### config.mk
export PLATFORM = sky130hd
export DESIGN_NAME = myriadrf_rx_stream_flat
export DESIGN_NICKNAME = d
export VERILOG_FILES = /design/src/rtl/myriadrf_rx_stream_pkg.sv /design/src/rtl/myriadrf_rx_stream_if.sv /design/src/rtl/myriadrf_sfifo.sv /design/src/rtl/myriadrf_rx_stream.sv /design/src/flat_wrapper.sv
export SDC_FILE = /design/constraint.sdc
export NUM_CORES = 1
export LEC_CHECK = 0
export CORE_ASPECT_RATIO = 0.5
export CORE_MARGIN = 2
export CORE_UTILIZATION = 25
export CTS_CLUSTER_DIAMETER = 50
export CTS_CLUSTER_SIZE = 10
export DETAILED_ROUTE_END_ITERATION = 12
export PLACE_DENSITY = 0.52
export SLEW_MARGIN = 15
export SYNTH_ARGS = -nofsm -noshare
export SYNTH_HDL_FRONTEND = slang
export SYNTH_HIERARCHICAL = 1
export SYNTH_SLANG_ARGS = --single-unit
### constraint.sdc
create_clock -name clk -period 4.5 [get_ports clk]
set_input_delay 0.9 -clock clk [delete_from_list [all_inputs] [get_ports clk]]
set_output_delay 0.9 -clock clk [all_outputs]
set_load 0.02 [all_outputs]
### src/rtl/myriadrf_rx_stream_pkg.sv
// Shared encodings for the MyriadRF receive path: bus select values,
// assembler states and the default sample width.
package myriadrf_rx_stream_pkg;

    localparam int unsigned DefaultSampleW = 12;

    localparam logic IqselI = 1'b0;
    localparam logic IqselQ = 1'b1;

    typedef enum logic {
        StIdle  = 1'b0,
        StHaveI = 1'b1
    } asm_state_e;

endpackage

### src/rtl/myriadrf_rx_stream_if.sv
// Valid/ready pair stream from the RX front end to the DSP/DMA fabric.
interface myriadrf_rx_stream_if
    import myriadrf_rx_stream_pkg::*;
#(
    parameter int unsigned DataW = 2 * DefaultSampleW
) ();

    logic [DataW-1:0] m_data;
    logic             m_valid;
    logic             m_ready;

    modport master (output m_data, output m_valid, input m_ready);
    modport slave  (input m_data, input m_valid, output m_ready);

endinterface

### src/rtl/myriadrf_sfifo.sv
// Generic single-clock show-ahead FIFO; the head entry is visible on data_o
// whenever the FIFO is non-empty. Shared with the TX path.
module myriadrf_sfifo #(
    parameter int unsigned WIDTH = 24,
    parameter int unsigned DEPTH = 8,
    localparam int unsigned PtrW = $clog2(DEPTH),
    localparam int unsigned CntW = PtrW + 1
) (
    input  logic             clk_i,
    input  logic             rst_ni,
    input  logic             push_i,
    input  logic [WIDTH-1:0] data_i,
    input  logic             pop_i,
    output logic [WIDTH-1:0] data_o,
    output logic             full_o,
    output logic             empty_o,
    output logic [CntW-1:0]  count_o
);

    logic [WIDTH-1:0] mem_q [DEPTH];
    logic [PtrW-1:0]  wr_ptr_q, wr_ptr_d;
    logic [PtrW-1:0]  rd_ptr_q, rd_ptr_d;
    logic [CntW-1:0]  count_q, count_d;
    logic             do_push, do_pop;

    always_comb begin
        empty_o  = (count_q == '0);
        full_o   = (count_q == CntW'(DEPTH));
        do_pop   = pop_i & ~empty_o;
        // A full FIFO still accepts a write when a read frees a slot this cycle.
        do_push  = push_i & (~full_o | do_pop);
        wr_ptr_d = do_push ? wr_ptr_q + PtrW'(1) : wr_ptr_q;
        rd_ptr_d = do_pop ? rd_ptr_q + PtrW'(1) : rd_ptr_q;
        count_d  = count_q + CntW'(do_push) - CntW'(do_pop);
        data_o   = empty_o ? '0 : mem_q[rd_ptr_q];
        count_o  = count_q;
    end

    always_ff @(posedge clk_i or negedge rst_ni) begin
        if (!rst_ni) begin
            wr_ptr_q <= '0;
            rd_ptr_q <= '0;
            count_q  <= '0;
        end else begin
            wr_ptr_q <= wr_ptr_d;
            rd_ptr_q <= rd_ptr_d;
            count_q  <= count_d;
        end
    end

    always_ff @(posedge clk_i) begin
        if (do_push) begin
            mem_q[wr_ptr_q] <= data_i;
        end
    end

endmodule

### src/rtl/myriadrf_rx_stream.sv
// MyriadRF RX front end: registers the interleaved I/Q bus, assembles pairs
// with framing checks and buffers them onto a valid/ready stream.
module myriadrf_rx_stream
    import myriadrf_rx_stream_pkg::*;
#(
    parameter int unsigned SAMPLE_W   = DefaultSampleW,
    parameter int unsigned FIFO_DEPTH = 8,
    parameter int unsigned CNT_W      = 16,
    localparam int unsigned FillW     = $clog2(FIFO_DEPTH) + 1
) (
    input  logic                clk,
    input  logic                rst_n,
    input  logic                en_i,
    input  logic                iqswap_i,
    input  logic                stat_clr_i,
    input  logic [SAMPLE_W-1:0] rxd,
    input  logic                rxiqsel,
    myriadrf_rx_stream_if.master m,
    output logic [FillW-1:0]    fill_o,
    output logic                ovf_o,
    output logic [CNT_W-1:0]    ovf_cnt_o,
    output logic                sync_err_o,
    output logic [CNT_W-1:0]    sync_err_cnt_o
);

    localparam logic [CNT_W-1:0] CntMax = '1;

    logic [SAMPLE_W-1:0]   rxd_q;
    logic                  iqsel_q;
    asm_state_e            state_q;
    logic [SAMPLE_W-1:0]   i_q;
    logic                  pair_done, sync_evt, ovf_evt, pop;
    logic                  full, empty;
    logic [2*SAMPLE_W-1:0] pair_word;
    logic                  ovf_q, ovf_d, sync_err_q, sync_err_d;
    logic [CNT_W-1:0]      ovf_cnt_q, ovf_cnt_d, sync_cnt_q, sync_cnt_d;

    always_ff @(posedge clk or negedge rst_n) begin
        if (!rst_n) begin
            rxd_q   <= '0;
            iqsel_q <= IqselI;
        end else begin
            rxd_q   <= rxd;
            iqsel_q <= rxiqsel;
        end
    end

    // Every I (re)loads the holding register; every Q returns to idle.
    always_ff @(posedge clk or negedge rst_n) begin
        if (!rst_n) begin
            state_q <= StIdle;
            i_q     <= '0;
        end else if (!en_i) begin
            state_q <= StIdle;
        end else if (iqsel_q == IqselI) begin
            state_q <= StHaveI;
            i_q     <= rxd_q;
        end else begin
            state_q <= StIdle;
        end
    end

    always_comb begin
        pair_done = en_i && (state_q == StHaveI) && (iqsel_q == IqselQ);
        sync_evt  = en_i && (((state_q == StIdle) && (iqsel_q == IqselQ)) ||
                             ((state_q == StHaveI) && (iqsel_q == IqselI)));
        pair_word = iqswap_i ? {rxd_q, i_q} : {i_q, rxd_q};
        pop       = m.m_valid & m.m_ready;
        ovf_evt   = pair_done & full & ~pop;
    end

    myriadrf_sfifo #(
        .WIDTH(2 * SAMPLE_W),
        .DEPTH(FIFO_DEPTH)
    ) u_fifo (
        .clk_i  (clk),
        .rst_ni (rst_n),
        .push_i (pair_done),
        .data_i (pair_word),
        .pop_i  (pop),
        .data_o (m.m_data),
        .full_o (full),
        .empty_o(empty),
        .count_o(fill_o)
    );

    assign m.m_valid = ~empty;

    always_comb begin
        ovf_d      = ovf_q;
        ovf_cnt_d  = ovf_cnt_q;
        sync_err_d = sync_err_q;
        sync_cnt_d = sync_cnt_q;
        if (stat_clr_i) begin
            ovf_d      = 1'b0;
            ovf_cnt_d  = '0;
            sync_err_d = 1'b0;
            sync_cnt_d = '0;
        end else begin
            if (ovf_evt) begin
                ovf_d = 1'b1;
                if (ovf_cnt_q != CntMax) ovf_cnt_d = ovf_cnt_q + CNT_W'(1);
            end
            if (sync_evt) begin
                sync_err_d = 1'b1;
                if (sync_cnt_q != CntMax) sync_cnt_d = sync_cnt_q + CNT_W'(1);
            end
        end
    end

    always_ff @(posedge clk or negedge rst_n) begin
        if (!rst_n) begin
            ovf_q      <= 1'b0;
            ovf_cnt_q  <= '0;
            sync_err_q <= 1'b0;
            sync_cnt_q <= '0;
        end else begin
            ovf_q      <= ovf_d;
            ovf_cnt_q  <= ovf_cnt_d;
            sync_err_q <= sync_err_d;
            sync_cnt_q <= sync_cnt_d;
        end
    end

    assign ovf_o          = ovf_q;
    assign ovf_cnt_o      = ovf_cnt_q;
    assign sync_err_o     = sync_err_q;
    assign sync_err_cnt_o = sync_cnt_q;

endmodule

### src/flat_wrapper.sv
// flat-port wrapper written by rule: the top's interface ports become plain ports
module myriadrf_rx_stream_flat import myriadrf_rx_stream_pkg::*;
#(
    parameter int unsigned SAMPLE_W   = DefaultSampleW,
    parameter int unsigned FIFO_DEPTH = 8,
    parameter int unsigned CNT_W      = 16,
    localparam int unsigned FillW     = $clog2(FIFO_DEPTH) + 1
)
  (clk, rst_n, en_i, iqswap_i, stat_clr_i, rxd, rxiqsel, fill_o, ovf_o, ovf_cnt_o, sync_err_o, sync_err_cnt_o, m_m_data, m_m_valid, m_m_ready);
  myriadrf_rx_stream_if #(.DataW(2 * (12))) m_i ();
  input  logic clk;
  input  logic rst_n;
  input  logic en_i;
  input  logic iqswap_i;
  input  logic stat_clr_i;
  input  logic [SAMPLE_W-1:0] rxd;
  input  logic rxiqsel;
  output logic [FillW-1:0] fill_o;
  output logic ovf_o;
  output logic [CNT_W-1:0] ovf_cnt_o;
  output logic sync_err_o;
  output logic [CNT_W-1:0] sync_err_cnt_o;
  output wire logic [$bits(m_i.m_data)-1:0] m_m_data;
  output wire logic [$bits(m_i.m_valid)-1:0] m_m_valid;
  input wire logic [$bits(m_i.m_ready)-1:0] m_m_ready;
  assign m_m_data = m_i.m_data;
  assign m_m_valid = m_i.m_valid;
  assign m_i.m_ready = m_m_ready;
  myriadrf_rx_stream #(.SAMPLE_W(SAMPLE_W), .FIFO_DEPTH(FIFO_DEPTH), .CNT_W(CNT_W)) u_core (.clk(clk), .rst_n(rst_n), .en_i(en_i), .iqswap_i(iqswap_i), .stat_clr_i(stat_clr_i), .rxd(rxd), .rxiqsel(rxiqsel), .m(m_i), .fill_o(fill_o), .ovf_o(ovf_o), .ovf_cnt_o(ovf_cnt_o), .sync_err_o(sync_err_o), .sync_err_cnt_o(sync_err_cnt_o));
endmodule
Word-level counts from Yosys, hierarchy flattened
Memory sizes are Yosys's and may differ from the RTL's. Index checks and enable logic that the tools add are counted.

Register bits: 70. Bits in writable memories: 192. Input bits: 19. Output and inout bits: 63. Memories kept: 1.

Memories: u_core.u_fifo.mem_q (depth 8, bits a word 24, read ports 1, clocked after memory_dff 0, write ports 1, RTL line myriadrf_sfifo.sv:20) `logic [WIDTH-1:0] mem_q [DEPTH];`.

$add $sub $neg: 6. Eq/ne operators: 3. Multiplexer cells: 16. Bitwise gates (word level): 11. Reduce and logical (&&, ||, !) cells: 14.

Operators by type and width (count): 2-to-1 mux 16 bit (6); 2-to-1 mux 24 bit (2); adder 16 x 1 -> 16 bit (second input constant) (2); inequality test 16 bit (second input constant) (2); 2-to-1 mux 1 bit (8); nonzero test 2 bit (4); adder 3 x 1 -> 3 bit (second input constant) (2); AND reduction 2 bit (3); AND 1 bit (5); logical AND 1 bit (5); inverter 1 bit (5); adder 4 x 1 -> 4 bit (1); equality test 4 bit (second input constant) (1); logical NOT 4 bit (1); subtractor 4 x 1 -> 4 bit (1); logical OR 1 bit (1); OR 1 bit (1).

Longest topological paths before layout
Gate-level depths: netlist of run 1.

Depth in word-level cells: 8. Gate-level depth with buffers: 12. Gate-level depth less buffers: 12.

Cells and area by module
Netlist of run 1, hierarchy kept.

Modules (own cells, without submodules): myriadrf_sfifo (instances 1, cells each 340, area an instance 7815.0 um2, sequential area each 6015.8 um2); myriadrf_rx_stream (instances 1, cells each 284, area an instance 3138.0 um2, sequential area each 1501.4 um2).

Worst setup path after synthesis of run 1
No wires, ideal clock.

Kind: register to register. Start: reg u_core.u_fifo.count_q[2] (netlist: u_core/u_fifo/count_o[2]). End: mem u_core.u_fifo.mem_q[0][0], enable pin. Library setup time: 0.466 ns. Data arrival time: 4.081 ns. Required time: 4.034 ns. Slack: -0.047 ns. Stages on the path, launching flop included: 10. Buffers on the path: 0. Clock period less this slack: 4.547 ns. Cells stage by stage: dfrtp_1 -> inv_1 -> ha_1 -> or3b_4 -> inv_1 -> nand2b_1 -> inv_1 -> nor2b_1 -> o21ai_4 -> nor4_1.

Cells in the longest elaborated chain, start to end: 8. Elaborated cells on any way between the ends: 10. Those cells by class: eq/ne (1); mux (2); bitwise (6); reduce/logical (1).

Ends and longest elaborated chain: start: declaration (RTL line myriadrf_sfifo.sv:23) `logic [CntW-1:0] count_q, count_d;`; start signal: assignment (RTL line myriadrf_sfifo.sv:47) `count_q <= count_d;`; logical NOT 4 bit (RTL line myriadrf_sfifo.sv:27) `empty_o = (count_q == '0);`; via u_core.empty (RTL line myriadrf_rx_stream.sv:33) `logic full, empty;`; inverter 1 bit (RTL line myriadrf_rx_stream.sv:87) `assign m.m_valid = ~empty;`; AND 1 bit (RTL line myriadrf_rx_stream.sv:68) `pop = m.m_valid & m.m_ready;`; via u_core.pop (RTL line myriadrf_rx_stream.sv:32) `logic pair_done, sync_evt, ovf_evt, pop;`; AND 1 bit (RTL line myriadrf_sfifo.sv:29) `do_pop = pop_i & ~empty_o;`; OR 1 bit (RTL line myriadrf_sfifo.sv:31) `do_push = push_i & (~full_o | do_pop);`; AND 1 bit (RTL line myriadrf_sfifo.sv:31); 2-to-1 mux 1 bit (RTL line myriadrf_sfifo.sv:52) `if (do_push) begin`; 2-to-1 mux 1 bit (implied by the code) (RTL line myriadrf_sfifo.sv:53) `mem_q[wr_ptr_q] <= data_i;`; end: declaration (RTL line myriadrf_sfifo.sv:20).

The timed path passes the listed nets, and every way through them passes these cells.

Worst setup path after layout of run 1
Start: reg u_core.u_fifo.rd_ptr_q[0]. End: out m_m_data[20].

Cells in the longest elaborated chain, start to end: 2.

Ends and longest elaborated chain: start: declaration (RTL line myriadrf_sfifo.sv:22) `logic [PtrW-1:0] rd_ptr_q, rd_ptr_d;`; start signal: assignment (RTL line myriadrf_sfifo.sv:46) `rd_ptr_q <= rd_ptr_d;`; memory read (8 x 24 bit); 2-to-1 mux 24 bit (RTL line myriadrf_sfifo.sv:35) `data_o = empty_o ? '0 : mem_q[rd_ptr_q];`; end: declaration (RTL line flat_wrapper.sv:23) `output wire logic [$bits(m_i.m_data)-1:0] m_m_data;`.

Every way passes these cells.

==> results.md, run 1 <==
- Drt drc: 0
- Xor-xnor portion of the synthesized cell area: 0.00628
- Sum of met2 wire segment lengths after detailed routing: 12500 µm
- Synthesized-area fraction occupied by ao, oa, aoi and oai cells: 0.0514
- Layout cell share with drive strength beyond 1: 0.248
- Critical Path Fanout Max: 34
- Met1 layer wirelength in the final routing: approximately 11000 µm
- Arrival time of the worst setup path: just under 3000 ps
- Synthesized-area fraction occupied by and/or/nand/nor cells: 0.0768
- Area occupied by multi-input gates: 0.00324 mm²
- Clock Path Buffers: 3
- Post-route fraction of the period consumed by the critical path: 0.849
- Fillers: between 4k and 5k
- Synth warn: 6
- Count of unique library cells instantiated by Yosys: 56
- FP Rows: between 50 and 60
- Uppermost layer routed: met4
- CTS clock-pin slew for the worst setup and hold paths: 60 ps
- Initial detailed-routing violation count: 269
- Postcts setup bufs: 0
- VDD IR-drop max: 0.000258 V
- Hpwl dp: about 15000 µm
- Final Net Count: approximately 770
- Weighted congestion reported at the end of routability-driven placement: around 0.75
- Sinks on Clock Net: around 260
- MaxCap Viol Count: 0
- Total of flip-flops plus latches after synthesis: 262
- Fin crit period: ~3800 ps
- I/O Pins: 82
- Largest family of logic cells by synthesized area: multiplexers
- Total Neg Setup Slack: 0 ps
- Number of antenna violations at the first check in global routing: 0
- Prevailing post-synth register cell: edfxtp_1
- Count of port buffers added during placement: just over 80
- Clock Tree Root: clkbuf_16
- Total die area: approximately 0.046 mm²
- Final Instance Area: between 0.01 and 0.015 mm²
- Insertion delay of the later-clocked pin in the worst-skew pair: roughly 530 ps
- Reg-to-Reg Start: u_core/u_fifo/count_o[2]
- Sum of overflow across all layers after global routing: 0
- Class of the tightest hold or removal check: in -> async
- Leak pwr: about 4.6 nW
- Multiplexer share of the synthesized area: 0.145
- Initial cell density of the core: 0.253
- Slew Viols, Final: 0
- Total length of routed met3 wires: approximately 850 µm
- Final wirelength: 24400 µm
- Post-detailed-route wirelength per cell: about 18 µm
- Vias per cell: about 4.5
- Clock tree from TritonCTS: yes
- Overall die height: approximately 150 µm
- Number of gates resized after cts: 0
- Number of nets with antenna violations after routing: 0
- Setup violations, final: 0
- Total number of vias: a little over 6k
- Hold violation count in the final report: 0
- Depth of the most critical reg-to-reg path: 10
- Number of global-route vias before repair: 6516
- Synth Area per Inst: about 18 µm²
- Sequential cell area fraction in the yosys report: 0.686
- Reg2reg setup slack: ~1500 ps
- Width of the die: approximately 300 µm
- Category of the worst setup path capture point: primary output
- Number of enable flip-flop cells after synthesis: between 150 and 200
- Mapped Cells: ~620
- Diode count: 0
- Count of TritonRoute iterations in the first routing pass: 6
- Combined area of all synthesized cells: ~0.011 mm²
- First-pass GRT wire length: roughly 39000 µm
- Slew at the pin closest to its max-slew limit: 778 ps
- Syn Nets: ~650
- Worst clock skew on the final layout: roughly 19 ps
- Share of flip-flops with an asynchronous set or reset after synthesis: 0.267
- H-tree levels: 2
- Number of hold buffers added after CTS: 0
- Area post-placement: 0.0125 mm²
- GRT Util Overall: 0.109
- Power density relative to cell area: ~560 mW/mm²
- Fraction of the mapped netlist area in adder cells: 0.0121
- Register Area: between 0.007 and 0.008 mm²
- Startpoint types: register
- Classification of the worst setup path: reg -> out
- Total Power: ~7.6 mW
- Crit path required time: between 3000 and 4000 ps
- TritonCTS buffer count: 35
- Worst slack at placement: 1070 ps
- Achievable Freq: 262 MHz
- Unrepaired setup endpoints after global routing: no
- Final critical-path setup slack: slightly below 700 ps
- Outcome: complete, no violations
- Core box area: about 0.043 mm²
- Maximum number of pins on one net before global-route repair: approximately 70
- Crit path launch: u_core/u_fifo/rd_ptr_q[0]
- Synth-to-layout area growth: 24.2%
- Tightest slew margin relative to the limit: 0.477
-- critical path, stage by stage, from the launching register on --
cell and delay [ps]:
dfrtp_4 670, buf_12 350, mux4_2 560, a22o_1 270
clkdlybuf4s50_1 560
-- Yosys cell counts (8+ instances only) --
library cell  instances  area (µm²)
a21oi_1              25         125
a22o_1               24         210
dfrtp_1              70        1750
edfxtp_1            192        5770
ha_1                  9         113
inv_1                15        56.3
mux2_2               44         495
mux4_2               48        1080
nand2_1              11        41.3
nand3_1              10        50.1
nand4_1              11        68.8
nor2_1               16        60.1
nor2b_1               9        56.3
nor3_1               11        55.1
o21ai_0               8        40.0
o31ai_1              12        90.1
or4_1                11        82.6
-- through the flow --
step / instances / hold WS, ps / util
2_1_floorplan: 624 / 459 / -
4_1_cts: 1351 / 507 / 0.314
3_3_place_gp: 1287 / 496 / 0.289
5_1_grt: 1351 / 472 / 0.314
3_5_place_dp: 1287 / 496 / 0.289
6_report: 1351 / 413 / 0.314
-- routing by layer --
metal | vias up | track usage
met5 | - | 0
met4 | 0 | 0.0310
met3 | 37 | 0.0207
met2 | 101 | 0.191
met1 | 3173 | 0.138
li1 | 2768 | -
-- power by group --
group	internal [mW]	switching, mW
clock network	1.54	1.04
registers	2.75	0.135
logic	1.04	1.07
-- cell usage in the layout, fill, tap and decap left out, types with 4 or more instances in the layout --
cell / n
mux4_2: 48
edfxtp_1: 192
and4_1: 6
o31ai_1: 12
a21oi_1: 25
nor2_1: 12
nand2_1: 11
mux2_2: 44
nor2_2: 4
inv_1: 15
nor4_1: 5
nor2b_1: 9
and3_1: 5
clkdlybuf4s50_1: 79
o21ai_0: 8
nor3_2: 5
clkbuf_16: 35
or4_1: 11
buf_4: 20
clkbuf_1: 16
or3_1: 7
nor3_1: 7
xnor2_1: 5
ha_1: 9
nand3_1: 10
nand4_1: 11
dfrtp_1: 68
a22o_1: 24
-- kinds of logic after synthesis --
kind of cell,count (synthesis)
adders and majority gates,10
muxes,93
xor gates and xnor gates,7
buffers and inverters,42
AOI/OAI and AO/OA,80
DFF,262
and+or+nand+nor,130
-- layout make-up --
| cell class | instances | area share |
|---|---|---|
| well taps | 588 | 0.0541 |
| multi-input cells | 320 | 0.238 |
| clock inverters | 12 | 0.00938 |
| repair buffers | 102 | 0.0718 |
| clock buffers | 52 | 0.0698 |
| inverters | 15 | 0.00414 |
| flip-flops and latches | 262 | 0.553 |
-- path summary, 6_finish.rpt --
path                                         endpoint
max reg2reg                u_core/u_fifo/mem_q[4][15]
min                                  u_core/rxd_q[11]
max in group asynchronous   u_core/u_fifo/rd_ptr_q[0]
min in group clk            u_core/u_fifo/rd_ptr_q[2]
min reg2reg                 u_core/u_fifo/rd_ptr_q[2]
max                                      m_m_data[20]
-- state kept, by name, indices dropped and copies added, names as in the netlist --
signal	cells
u_core/i_q	12
u_core/iqsel_q	1
u_core/ovf_cnt_o	16
u_core/ovf_o	1
u_core/rxd_q	12
u_core/state_q	1
u_core/sync_err_cnt_o	16
u_core/sync_err_o	1
u_core/u_fifo/count_o	4
u_core/u_fifo/mem_q	192
u_core/u_fifo/rd_ptr_q	3
u_core/u_fifo/wr_ptr_q	3
Note: power is estimated with default switching activity, not from simulation.
==> inputs of run 2 (changes only) <==
--- a/config.mk
+++ b/config.mk
@@ -11,7 +11,7 @@
 export CTS_CLUSTER_DIAMETER = 50
 export CTS_CLUSTER_SIZE = 10
 export DETAILED_ROUTE_END_ITERATION = 12
-export PLACE_DENSITY = 0.52
+export PLACE_DENSITY = 0.51
 export SLEW_MARGIN = 15
 export SYNTH_ARGS = -nofsm -noshare
 export SYNTH_HDL_FRONTEND = slang
==> constraint.sdc (replaced) <==
create_clock -name clk -period 3.62 [get_ports clk]
set_input_delay 0.724 -clock clk [delete_from_list [all_inputs] [get_ports clk]]
set_output_delay 0.724 -clock clk [all_outputs]
set_load 0.02 [all_outputs]
==> results.md, run 2 (synthesis results as in run 1) <==
- Commonest non-fill, non-tap cells in the layout: edfxtp_1 (192), dfrtp_1 (68), clkdlybuf4s50_1 (56)
- Final Net Count: approximately 760
- Number of nets with antenna violations after routing: 0
- Total number of vias: 6064
- Number of hold buffers added after CTS: 0
- Worst slack at placement: roughly 110 ps
- Maximum number of pins on one net before global-route repair: 29
- Unrepaired setup endpoints after global routing: no
- Initial cell density of the core: 0.253
- Synth-to-layout area growth: 24.4%
- Critical-path cell with the highest stage delay: or3b_4
- Insertion delay of the later-clocked pin in the worst-skew pair: 570 ps
- Total Power: roughly 9 mW
- H-tree levels: 1
- Clock tree from TritonCTS: yes
- Hpwl dp: roughly 15000 µm
- Width of the die: between 300 and 400 µm
- Number of antenna violations at the first check in global routing: 0
- Cells traversed along the worst timing path: inv_1 -> ha_1 -> or3b_4 -> and2_1 -> buf_4 -> a22o_1 -> dlygate4sd2_1
- Crit path required time: 2900 ps
- Setup violations, final: 0
- Count of TritonRoute iterations in the first routing pass: 4
- MaxCap Viol Count: 0
- Slew Viols, Final: 0
- Largest stage delay on the critical path: approximately 400 ps
- Sum of met2 wire segment lengths after detailed routing: between 10000 and 15000 µm
- Initial detailed-routing violation count: ~340
- CTS clock-pin slew for the worst setup and hold paths: roughly 60 ps
- Leading cell type in the layout, fill and taps excluded: edfxtp_1
- Drt drc: 0
- Critical Path Fanout Max: 24
- Post-detailed-route wirelength per cell: about 19 µm
- Final wirelength: between 20000 and 30000 µm
- I/O Pins: a little over 80
- GRT Util Overall: 0.112
- First-pass GRT wire length: between 30000 and 40000 µm
- Vias per cell: approximately 4.5
- Area post-placement: 0.0126 mm²
- Worst clock skew on the final layout: approximately 11 ps
- Layout cell share with drive strength beyond 1: 0.235
- Core box area: ~0.043 mm²
- Met1 layer wirelength in the final routing: 10600 µm
- Register with the most flip-flops: u_core/u_fifo/mem_q
- Classification of the worst setup path: reg -> out
- Hold violation count in the final report: 0
- Outcome: complete, no violations
- Flip-flop count of the largest register after layout: between 150 and 200
- Class of the tightest hold or removal check: in -> async
- Post-route fraction of the period consumed by the critical path: 0.935
- VDD IR-drop max: slightly below 0.0004 V
- Weighted congestion reported at the end of routability-driven placement: around 0.74
- Final critical-path setup slack: 236 ps
- Number of global-route vias before repair: between 6k and 7k
- Slew at the pin closest to its max-slew limit: around 1100 ps
- Achievable Freq: ~300 MHz
- Category of the worst setup path capture point: primary output
- Sum of overflow across all layers after global routing: 0
- FP Rows: 54
- Uppermost layer routed: met4
- Count of port buffers added during placement: 81
- Total die area: around 0.046 mm²
- Arrival time of the worst setup path: about 2700 ps
- Clock Path Buffers: 3
- Tightest slew margin relative to the limit: 0.269
- Fin crit period: about 3400 ps
- Power density relative to cell area: 664 mW/mm²
- Sinks on Clock Net: 262
- Total length of routed met3 wires: roughly 860 µm
- Clock Tree Root: clkbuf_16
- Diode count: 0
- TritonCTS buffer count: 31
- Startpoint types: register
- Leak pwr: roughly 4.7 nW
- Overall die height: 152 µm
- Final Instance Area: around 0.014 mm²
-- run 2: cell types whose count changed in the layout (fill, tap and decap cells not counted), sizes merged --
cell,delta
inv,-2
clkbuf,+3
dlygate4sd2,+6
bufinv,-1
clkinv,-6
dlymetal6s2s,+18
clkdlybuf4s50,-23
-- run 2: timing repair --
item / in CTS / in global routing
buffers inserted: 1 / 0
pin swaps: 1 / 0
resized for setup: 7 / 18
endpoints found under the setup margin: 24 / 18
gates cloned: 0 / 0
-- run 2: final timing paths --
kind / from / to / slack [ps] / depth (start not counted)
min reg2reg: u_core/sync_err_o / u_core/sync_err_o / 510 / 2
max reg2reg: u_core/u_fifo/count_o[2] / u_core/u_fifo/mem_q[5][10] / 720 / 10
min in group clk: u_core/sync_err_o / u_core/sync_err_o / 510 / 2
max: u_core/u_fifo/count_o[2] / m_m_data[20] / 240 / 7
max in group asynchronous: rst_n / u_core/iqsel_q / 2750 / 2
min: rst_n / u_core/i_q[11] / 110 / 1
-- run 2: report_power, final --
part | internal [mW] | switching (mW) | total, mW | leakage [nW]
clock | 1.63 | 1.18 | 2.81 | 0.435
combinational | 1.29 | 1.31 | 2.60 | 1.68
sequential | 3.42 | 0.209 | 3.63 | 2.62
total | 6.34 | 2.70 | 9.04 | 4.73
-- run 2: final cells by class --
| class | count | area, µm² |
|---|---|---|
| inverters | 15 | 56.3 |
| fillers | 4256 | 29800 |
| flip-flops and latches | 262 | 7520 |
| well taps | 588 | 736 |
| clock inverters | 3 | 33.8 |
| clock buffers | 55 | 876 |
| repair buffers | 103 | 1150 |
| multi-input cells | 320 | 3250 |
-- run 2: per-stage QoR --
| stage | hold slack (ps) | TNS, ps | utilization | std cells |
|---|---|---|---|---|
| after floorplan | 428 | -21170 | - | 624 |
| after global placement | 489 | 0 | 0.292 | 1287 |
| after detailed placement | 500 | 0 | 0.292 | 1287 |
| after CTS | 104 | 0 | 0.313 | 1346 |
| after global routing | 122 | 0 | 0.314 | 1346 |
| final | 115 | 0 | 0.314 | 1346 |
-- run 2: critical path, delay by kind of cell (launching register included) --
family	cells	cell delay, ps
buffers and inverters	3	680
and+or+nand+nor	2	570
AOI/OAI and AO/OA	1	280
adders and majority gates	1	180
DFF	1	380
-- run 2: per-layer routing --
layer | global-route usage | vias up
li1 | - | 2758
met1 | 0.139 | 3197
met2 | 0.202 | 76
met3 | 0.0216 | 33
met4 | 0.0264 | 0
met5 | 0 | -
==> inputs of run 3 (changes only) <==
--- a/config.mk
+++ b/config.mk
@@ -7,11 +7,12 @@
 export LEC_CHECK = 0
 export CORE_ASPECT_RATIO = 0.5
 export CORE_MARGIN = 2
-export CORE_UTILIZATION = 25
+export CORE_UTILIZATION = 30
 export CTS_CLUSTER_DIAMETER = 50
 export CTS_CLUSTER_SIZE = 10
 export DETAILED_ROUTE_END_ITERATION = 12
-export PLACE_DENSITY = 0.51
+export PLACE_DENSITY = 0.56
+export RECOVER_POWER = 50
 export SLEW_MARGIN = 15
 export SYNTH_ARGS = -nofsm -noshare
 export SYNTH_HDL_FRONTEND = slang
==> results.md, run 3 (synthesis results as in run 1) <==
- Outcome: complete, but fails checks
- Failing checks: max-capacitance violations, max-slew violations
- Hpwl dp: approximately 14000 µm
- Number of instances in the placed design: 1180
- Tightest slew margin relative to the limit: -0.333
- First-pass GRT wire length: around 38000 µm
- Diode count: 0
- Count of TritonRoute iterations in the first routing pass: 4
- Classification of the worst setup path: reg -> out
- I/O Pins: 82
- Hold Path Cell Cnt: 2
- Number of nets with antenna violations after routing: 0
- Layout cell share with drive strength beyond 1: 0.191
- Final Net Count: between 700 and 800
- Clock Path Buffers: 3
- Number of hold buffers added after CTS: 0
- Maximum number of pins on one net before global-route repair: just over 70
- Category of the worst setup path capture point: primary output
- Insertion delay of the later-clocked pin in the worst-skew pair: 570 ps
- Internal cell power: around 6.2 mW
- Slew at the pin closest to its max-slew limit: approximately 2000 ps
- MaxCap Viol Count: 2
- Power density relative to cell area: 664 mW/mm²
- Critical-path cell with the highest stage delay: dfrtp_1
- Leak pwr: 4.54 nW
- Weighted congestion reported at the end of routability-driven placement: ~0.75
- Vias per cell: about 5.0
- Clock tree from TritonCTS: yes
- Fin cells: 1236
- Cells traversed along the worst timing path: inv_1 -> ha_1 -> or3b_4 -> and2_1 -> buf_4 -> a22o_1 -> dlygate4sd2_1
- TritonCTS buffer count: 30
- Number of global-route vias before repair: approximately 6.4k
- Number of antenna violations at the first check in global routing: 1
- Buffers and inverters on the worst path: 3
- Core box area: ~0.036 mm²
- Sequential share of power: 0.409
- Post-route fraction of the period consumed by the critical path: 0.946
- Post-layout util: 0.372
- Unrepaired setup endpoints after global routing: no
- Synth-to-layout area growth: 22.0%
- Total number of vias: a little over 6k
- VDD IR-drop max: ~0.00032 V
- Initial detailed-routing violation count: ~370
- Setup violations, final: 0
- Net Switching: around 2.7 mW
- Initial cell density of the core: 0.305
- Class of the tightest hold or removal check: reg -> reg
- Flip-flop count of the largest register after layout: 192
- Combinational power share: 0.277
- Hold_ws: about 500 ps
- Register with the most flip-flops: u_core/u_fifo/mem_q
- Fin crit period: around 3400 ps
- Sinks on Clock Net: 262
- Switch share: 0.301
- Fraction of power consumed by the clock network: 0.314
- H-tree levels: 1
- Hold violation count in the final report: 0
- Width of the die: 274 µm
- Overall die height: approximately 140 µm
- Post-detailed-route wirelength per cell: slightly below 20 µm
- Largest stage delay on the critical path: around 400 ps
- Arrival time of the worst setup path: around 2700 ps
- Number of cells on the critical path: 7
- Top cell family by delay on the critical path: buffers and inverters
- Crit path required time: just under 3000 ps
- Startpoint types: register
- CTS clock-pin slew for the worst setup and hold paths: approximately 60 ps
- Achievable Freq: roughly 290 MHz
- FP Rows: 49
- Worst clock skew on the final layout: around 16 ps
- Final wirelength: around 24000 µm
- Total Power: ~9 mW
- Sum of overflow across all layers after global routing: 0
- GRT Util Overall: 0.130
- Leading cell type in the layout, fill and taps excluded: edfxtp_1
- Postcts setup bufs: 0
- Commonest non-fill, non-tap cells in the layout: edfxtp_1 (192), dfrtp_1 (68), mux4_2 (48)
- Slew Viols, Final: 96
- Critical Path Fanout Max: 24
- Clock Tree Root: clkbuf_16
- Total die area: between 0.03 and 0.04 mm²
- Drt drc: 0
- Count of port buffers added during placement: 81
- Depth of the most critical reg-to-reg path: 12
## run 3: area by class of cell
type	instances	area, µm²
clock buffer	53	837
fill	3372	22600
clock inverter	3	63.8
sequential	262	7520
multi-input combinational	320	3240
tap	484	606
inverter	15	56.3
timing repair buffer	99	1040
## run 3: worst register-to-register path, delay by kind of cell (launching register included)
kind | cells | cell delay, ps
AND/OR/NAND/NOR | 3 | 870
adder cells (fa/ha/maj) | 3 | 740
flip-flops | 1 | 400
buffers and inverters | 4 | 390
multiplexers | 1 | 210
XOR/XNOR | 1 | 140
## run 3: final timing paths
| kind | from | slack [ps] | endpoint |
|---|---|---|---|
| setup / recovery | u_core/u_fifo/count_o[2] | 200 | m_m_data[2] |
| hold / removal | u_core/sync_err_o | 510 | u_core/sync_err_o |
| setup reg to reg | u_core/u_fifo/count_o[2] | 760 | u_core/u_fifo/count_o[2] |
| hold reg to reg | u_core/sync_err_o | 510 | u_core/sync_err_o |
| max in group asynchronous | rst_n | 1460 | u_core/u_fifo/rd_ptr_q[0] |
| min in group asynchronous | rst_n | 700 | u_core/i_q[7] |
## run 3: power groups by stage
stage	logic, mW	clock network (mW)	registers, mW
2_1_floorplan	1.80	0	3.59
3_3_place_gp	2.68	0	3.69
3_5_place_dp	2.69	0	3.70
4_1_cts	2.54	2.88	3.64
5_1_grt	2.66	3.02	3.66
6_report	2.46	2.79	3.63
## run 3: timing repair
action,4_1_cts,5_1_grt
setup endpoints to repair,24,0
endpoints found under the hold margin,0,0
resized for setup,24,0
## run 3: per-stage QoR
| step | setup WS, ps | area, µm² | setup TNS (ps) |
|---|---|---|---|
| floorplan | -294 | 11000 | -21170 |
| global placement | 499 | 12500 | 0 |
| detailed placement | 510 | 12500 | 0 |
| CTS | 115 | 13400 | 0 |
| global route | 46.4 | 13400 | 0 |
| finish | 197 | 13400 | 0 |
## run 3: metal layers
layer  track usage  vias up  part of all wire
met5             0        -                 0
li1              -     2739                 -
met3        0.0267       35             0.042
met1         0.170     3269              0.44
met4        0.0269        0             0.016
met2         0.226      118              0.50
